[src/rtl/axi4_stream_protocol_monitor.sv]
// Passive AXI4-Stream protocol monitor: flags handshake/payload/liveness violations
// as registered pulses plus sticky/first-error captures, and counts accepted beats and packets.
module axi4_stream_protocol_monitor #(
  parameter int DATA_WIDTH        = 64,
  parameter int MAX_STALL_CYCLES  = 1024,
  parameter int MAX_PKT_BEATS     = 4096,
  parameter int ALLOW_SPARSE_KEEP = 1,
  parameter int COUNT_WIDTH       = 32
) (
  input  logic                     aclk,
  input  logic                     aresetn,
  input  logic                     tvalid,
  input  logic                     tready,
  input  logic [DATA_WIDTH-1:0]    tdata,
  input  logic [DATA_WIDTH/8-1:0]  tkeep,
  input  logic [DATA_WIDTH/8-1:0]  tstrb,
  input  logic                     tlast,
  input  logic                     clr,
  output logic [5:0]               err_pulse,
  output logic [5:0]               err_sticky,
  output logic [5:0]               first_err,
  output logic [COUNT_WIDTH-1:0]   beat_count,
  output logic [COUNT_WIDTH-1:0]   pkt_count
);

  localparam int KW  = DATA_WIDTH / 8;
  localparam int PW  = DATA_WIDTH + 2 * KW + 1;
  localparam int SCW = $clog2(MAX_STALL_CYCLES + 1);
  localparam int PBW = $clog2(MAX_PKT_BEATS + 2);

  localparam logic [SCW-1:0] STALL_MAX  = SCW'(MAX_STALL_CYCLES);
  localparam logic [SCW-1:0] STALL_LAST = SCW'(MAX_STALL_CYCLES - 1);
  localparam logic [PBW-1:0] PKT_MAX    = PBW'(MAX_PKT_BEATS);
  localparam logic [PBW-1:0] PKT_SAT    = PBW'(MAX_PKT_BEATS + 1);

  localparam int E_VALID_DROP     = 0;
  localparam int E_PAYLOAD_CHANGE = 1;
  localparam int E_STRB_NOT_KEEP  = 2;
  localparam int E_STALL_TIMEOUT  = 3;
  localparam int E_PKT_TOO_LONG   = 4;
  localparam int E_KEEP_SPARSE    = 5;

  if (DATA_WIDTH < 8 || DATA_WIDTH % 8 != 0) begin : g_bad_width
    $fatal(1, "DATA_WIDTH must be a positive multiple of 8");
  end
  if (MAX_STALL_CYCLES < 1 || MAX_PKT_BEATS < 1) begin : g_bad_limits
    $fatal(1, "MAX_STALL_CYCLES and MAX_PKT_BEATS must be >= 1");
  end

  logic           accept;
  logic           stall_now;
  logic           keep_sparse;
  logic [PW-1:0]  payload;

  logic                   stalled_q,    stalled_d;
  logic [PW-1:0]          copy_q,       copy_d;
  logic [SCW-1:0]         stall_cnt_q,  stall_cnt_d;
  logic [PBW-1:0]         pkt_beats_q,  pkt_beats_d;
  logic [5:0]             err_pulse_q,  err_pulse_d;
  logic [5:0]             err_sticky_q, err_sticky_d;
  logic [5:0]             first_err_q,  first_err_d;
  logic [COUNT_WIDTH-1:0] beat_count_q, beat_count_d;
  logic [COUNT_WIDTH-1:0] pkt_count_q,  pkt_count_d;

  assign accept    = tvalid & tready;
  assign stall_now = tvalid & ~tready;
  assign payload   = {tdata, tkeep, tstrb, tlast};

  if (ALLOW_SPARSE_KEEP != 0) begin : g_sparse_ok
    assign keep_sparse = 1'b0;
  end else begin : g_sparse_chk
    assign keep_sparse = tvalid & ~tlast & ~(&tkeep);
  end

  always_comb begin
    // NOTE: every always_comb output gets a default first so no path leaves it unassigned (no latch).
    err_pulse_d = '0;
    err_pulse_d[E_VALID_DROP]     = stalled_q & ~tvalid;
    err_pulse_d[E_PAYLOAD_CHANGE] = stalled_q & tvalid & (payload != copy_q);
    err_pulse_d[E_STRB_NOT_KEEP]  = tvalid & (|(tstrb & ~tkeep));
    // Counter saturates at the limit, so this equality can only hit once per stall episode.
    err_pulse_d[E_STALL_TIMEOUT]  = stall_now & (stall_cnt_q == STALL_LAST);
    err_pulse_d[E_PKT_TOO_LONG]   = accept & (pkt_beats_q == PKT_MAX);
    err_pulse_d[E_KEEP_SPARSE]    = keep_sparse;

    stalled_d = stall_now;
    copy_d    = stall_now ? payload : copy_q;

    stall_cnt_d = '0;
    if (stall_now) begin
      stall_cnt_d = (stall_cnt_q == STALL_MAX) ? STALL_MAX : stall_cnt_q + 1'b1;
    end

    pkt_beats_d = pkt_beats_q;
    if (accept) begin
      if (tlast)                        pkt_beats_d = '0;
      else if (pkt_beats_q != PKT_SAT)  pkt_beats_d = pkt_beats_q + 1'b1;
    end

    // clr wipes the reporting state first; this cycle's events are then applied on top.
    err_sticky_d = (clr ? 6'd0 : err_sticky_q) | err_pulse_d;
    first_err_d  = clr ? 6'd0 : first_err_q;
    if (first_err_d == 6'd0) first_err_d = err_pulse_d;

    beat_count_d = clr ? '0 : beat_count_q;
    if (accept && !(&beat_count_d)) beat_count_d = beat_count_d + 1'b1;
    pkt_count_d  = clr ? '0 : pkt_count_q;
    if (accept && tlast && !(&pkt_count_d)) pkt_count_d = pkt_count_d + 1'b1;
  end

  // NOTE: state registers use non-blocking assignments so every flop samples pre-edge values.
  always_ff @(posedge aclk or negedge aresetn) begin
    if (!aresetn) begin
      stalled_q    <= 1'b0;
      // NOTE: the payload copy is reset too, so the monitor starts from a fully known state.
      copy_q       <= '0;
      stall_cnt_q  <= '0;
      pkt_beats_q  <= '0;
      err_pulse_q  <= '0;
      err_sticky_q <= '0;
      first_err_q  <= '0;
      beat_count_q <= '0;
      pkt_count_q  <= '0;
    end else begin
      stalled_q    <= stalled_d;
      copy_q       <= copy_d;
      stall_cnt_q  <= stall_cnt_d;
      pkt_beats_q  <= pkt_beats_d;
      err_pulse_q  <= err_pulse_d;
      err_sticky_q <= err_sticky_d;
      first_err_q  <= first_err_d;
      beat_count_q <= beat_count_d;
      pkt_count_q  <= pkt_count_d;
    end
  end

  assign err_pulse  = err_pulse_q;
  assign err_sticky = err_sticky_q;
  assign first_err  = first_err_q;
  assign beat_count = beat_count_q;
  assign pkt_count  = pkt_count_q;

endmodule

[config.mk]
export PLATFORM = sky130hd
export DESIGN_NAME = axi4_stream_protocol_monitor
export DESIGN_NICKNAME = d
export VERILOG_FILES = /design/src/rtl/axi4_stream_protocol_monitor.sv
export SDC_FILE = /design/constraint.sdc
export NUM_CORES = 1
export LEC_CHECK = 0
export CAP_MARGIN = 5
export CORE_MARGIN = 10
export CORE_UTILIZATION = 45
export DETAILED_ROUTE_END_ITERATION = 16
export PLACE_DENSITY = 0.7
export SKIP_CTS_REPAIR_TIMING = 1
export SYNTH_ARGS = -nofsm -noshare
export SYNTH_HDL_FRONTEND = slang
export SYNTH_SLANG_ARGS = --single-unit
[constraint.sdc]
create_clock -name aclk -period 2.7 [get_ports aclk]
set_input_delay 0.54 -clock aclk [delete_from_list [all_inputs] [get_ports aclk]]
set_output_delay 0.54 -clock aclk [all_outputs]
set_load 0.01 [all_outputs]
==> flow_summary.toml <==
[route]
drtAntennaViolNets = 0
drt-initial-drc-count = 563
routed_wl_um = 24880
vias = 8171
wl_per_cell_um = 16.31
dr.pass1.iters = 5
via_per_inst = 5.358
drc = 0

[worst_setup_path]
cp-start-kind = "register"
path_buf_inv = 3
required_ps = 3020
worstPathMaxFanout = 22
slowest_delay_ps = 410
crit_arrival_ps = 2660
crit_slowest_cell = "dfrtp_1"
worstSetupPathType = "reg -> reg"
crit_family = "simple AND/OR/NAND/NOR gates"
worstPathCellList = "nor2b_1 > ha_1 > inv_1 > nor4_4 > buf_4 > and4_1 > buf_4 > nor2_1 > a41o_1"
crit_top_cell = "buf_4"
cp-end-kind = "register"

[clocking]
cts_sinks = 186
clock_latency_ps = 430
clk_pin_slew_ps = 80
cts_tree = "built"
clockBufferDepth = 2
cts-root-buf = "clkbuf_16"
h-tree-depth = 4
numCtsBuffers = 17

[sta]
skew_ps = 12.76
drv_slew = 0
max_freq_mhz = 428.6
worst_slew_pin_slew_ps = 579.4
hold_viol = 0
tns_ps = 0
timing.final.crit_share_pct = 86.41
period_minus_slack_ps = 2333
grt_setup_unrepaired = "false"
setup_violations = 0
maxSlewHeadroom_pct = 61.34
post-route-worst-setup-slack_ps = 366.9

[hold_path]
hp-class = "in -> async"

[synth]
synthTopCellsByArea = "dfrtp_1 49%, nand2_1 11%, xor2_1 8.4%"
yosys.area_share.adder_pct = 0.9203
synth-simple-area-share_pct = 28.42
synthXorXnorAreaFrac_pct = 10.31
ys.flop_type = "dfrtp_1"
synth_edf_count = 0
muxShareOfSynthArea_pct = 0.9203
ys_types = 59
synth_cells = 1050
synth_top_area_share_pct = 48.91
syn_avg_cell_area_um2 = 9.063
synth_area_leader_cell = "dfrtp_1"
synth_compound_area_share_pct = 7.481
synth_warnings = 0
synth_seq_cells = 186
ys_seq_area_share_pct = 48.91
synthArstFlopShare_pct = 100.0
synth_top_family_by_area = "simple AND/OR/NAND/NOR gates"
netlist_area_mm2 = 0.009517

[cells_and_area]
syn2layout_area_growth_pct = 29.99
final_common_cell = "nand2_1"
antenna_cells = 0
nets = 1330
post-route-util_pct = 59.22
final_cell_mix = "283 x nand2_1, 186 x dfrtp_1, 163 x clkdlybuf4s50_1"
final_layout_size_suffix_gt1_share_pct = 8.000

[floorplan]
die_h_um = 165.4
core_area_mm2 = 0.02089
start_util_pct = 45.56
die_w_um = 165.4
dieArea_mm2 = 0.02737
pin_count = 168
rows = 53

[pwr]
ir_drop_v = 0.0004753
powerDensity_mw_per_mm2 = 524.9
power.leakage_nw = 5.554

[place]
dpl.hpwl_um = 18540
dp_slack_ps = 10.31
port_buffers = 165
gp_congestion = 0.8582

[grt]
use_met1_pct = 23.68
grt_pass1_vias = 7940
grt_busiest_layer = "met2"
grt_pass1_wl_um = 39940
grt_max_degree = 93
grt_usage_pct = 17.95
grt_overflow = 0
antenna_found_initial = 2
met3_usage_pct = 5.478
use_met2_pct = 28.53

[status]
outcome = "finished clean"

[flow_run]
max_cap_violations = 0
==> cell usage after synthesis, types with 5 or more instances <==
cell type and instances:
a21oi_1 39, and3_1 12, and4_1 5, buf_1 6
clkbuf_1 27, dfrtp_1 186, ha_1 7, inv_1 27
mux2_2 6, nand2_1 283, nand2b_1 8, nand3_1 38
nand4_1 26, nor2_1 48, nor2b_1 11, nor3_1 14
nor4_1 32, nor4b_1 5, o21ai_0 34, o31ai_1 14
or3_1 24, or4_1 21, xnor2_1 21, xor2_1 91
==> path summary, 6_finish.rpt <==
| check | to | cells after the start | from | slack (ps) |
|---|---|---|---|---|
| worst max-delay path | beat_count[11] | 9 | beat_count[0] | 370 |
| worst min-delay path | beat_count[27] | 1 | aresetn | 100 |
| worst max register to register | beat_count[11] | 9 | beat_count[0] | 370 |
| worst min register to register | err_sticky[2] | 1 | err_sticky[2] | 480 |
| max in group asynchronous | stall_cnt_q[1] | 2 | aresetn | 1850 |
| min in group aclk | err_sticky[2] | 1 | err_sticky[2] | 480 |
==> cell type report <==
class / count / area, µm²
Timing Repair Buffer: 208 / 2036
Sequential cell: 186 / 4654
Clock inverter: 15 / 202.7
Fill cell: 1826 / 8518
Clock buffer: 17 / 425.4
Inverter: 28 / 105.1
Multi-Input combinational cell: 796 / 4603
Tap cell: 275 / 344.1
==> cells by family (layout without fill, tap and decap cells) <==
kind of cell             Yosys count  count (layout)
AO/OA/AOI/OAI                    117             117
buffers and inverters             69             268
flip-flops                       186             186
multiplexers                       8               8
other                              1               2
AND/OR/NAND/NOR                  550             550
adder cells (fa/ha/maj)            7               7
XOR/XNOR                         112             112
==> where the power goes <==
part	leakage, nW	switching, mW	internal (mW)
sequential	2.45	0.134	2.96
combinational	2.80	0.396	0.368
clock	0.303	1.21	1.42
total	5.55	1.74	4.75
==> per-stage QoR <==
stage	instances	cell area [µm²]	hold slack, ps	power (mW)
after detailed placement	1493	11740	470.4	3.928
after global routing	1525	12370	134.1	6.808
after CTS	1525	12370	118.3	6.562
after floorplan	1051	9542	244.4	3.521
after global placement	1493	11740	466.4	3.904
final	1525	12370	98.62	6.494
==> sequential cells by signal (all words and copies together), names as in the netlist <==
register / count
first_err: 6
err_sticky: 5
pkt_beats_q: 13
err_pulse: 5
stall_cnt_q: 11
stalled_q: 1
copy_q: 81
beat_count: 32
pkt_count: 32
==> routing by layer <==
layer,wire (µm),part of all wire [%]
met1,11040,44
met5,13,0.052
met4,165,0.66
met3,2205,8.9
met2,11460,46
(Power assumes the default switching activity.)
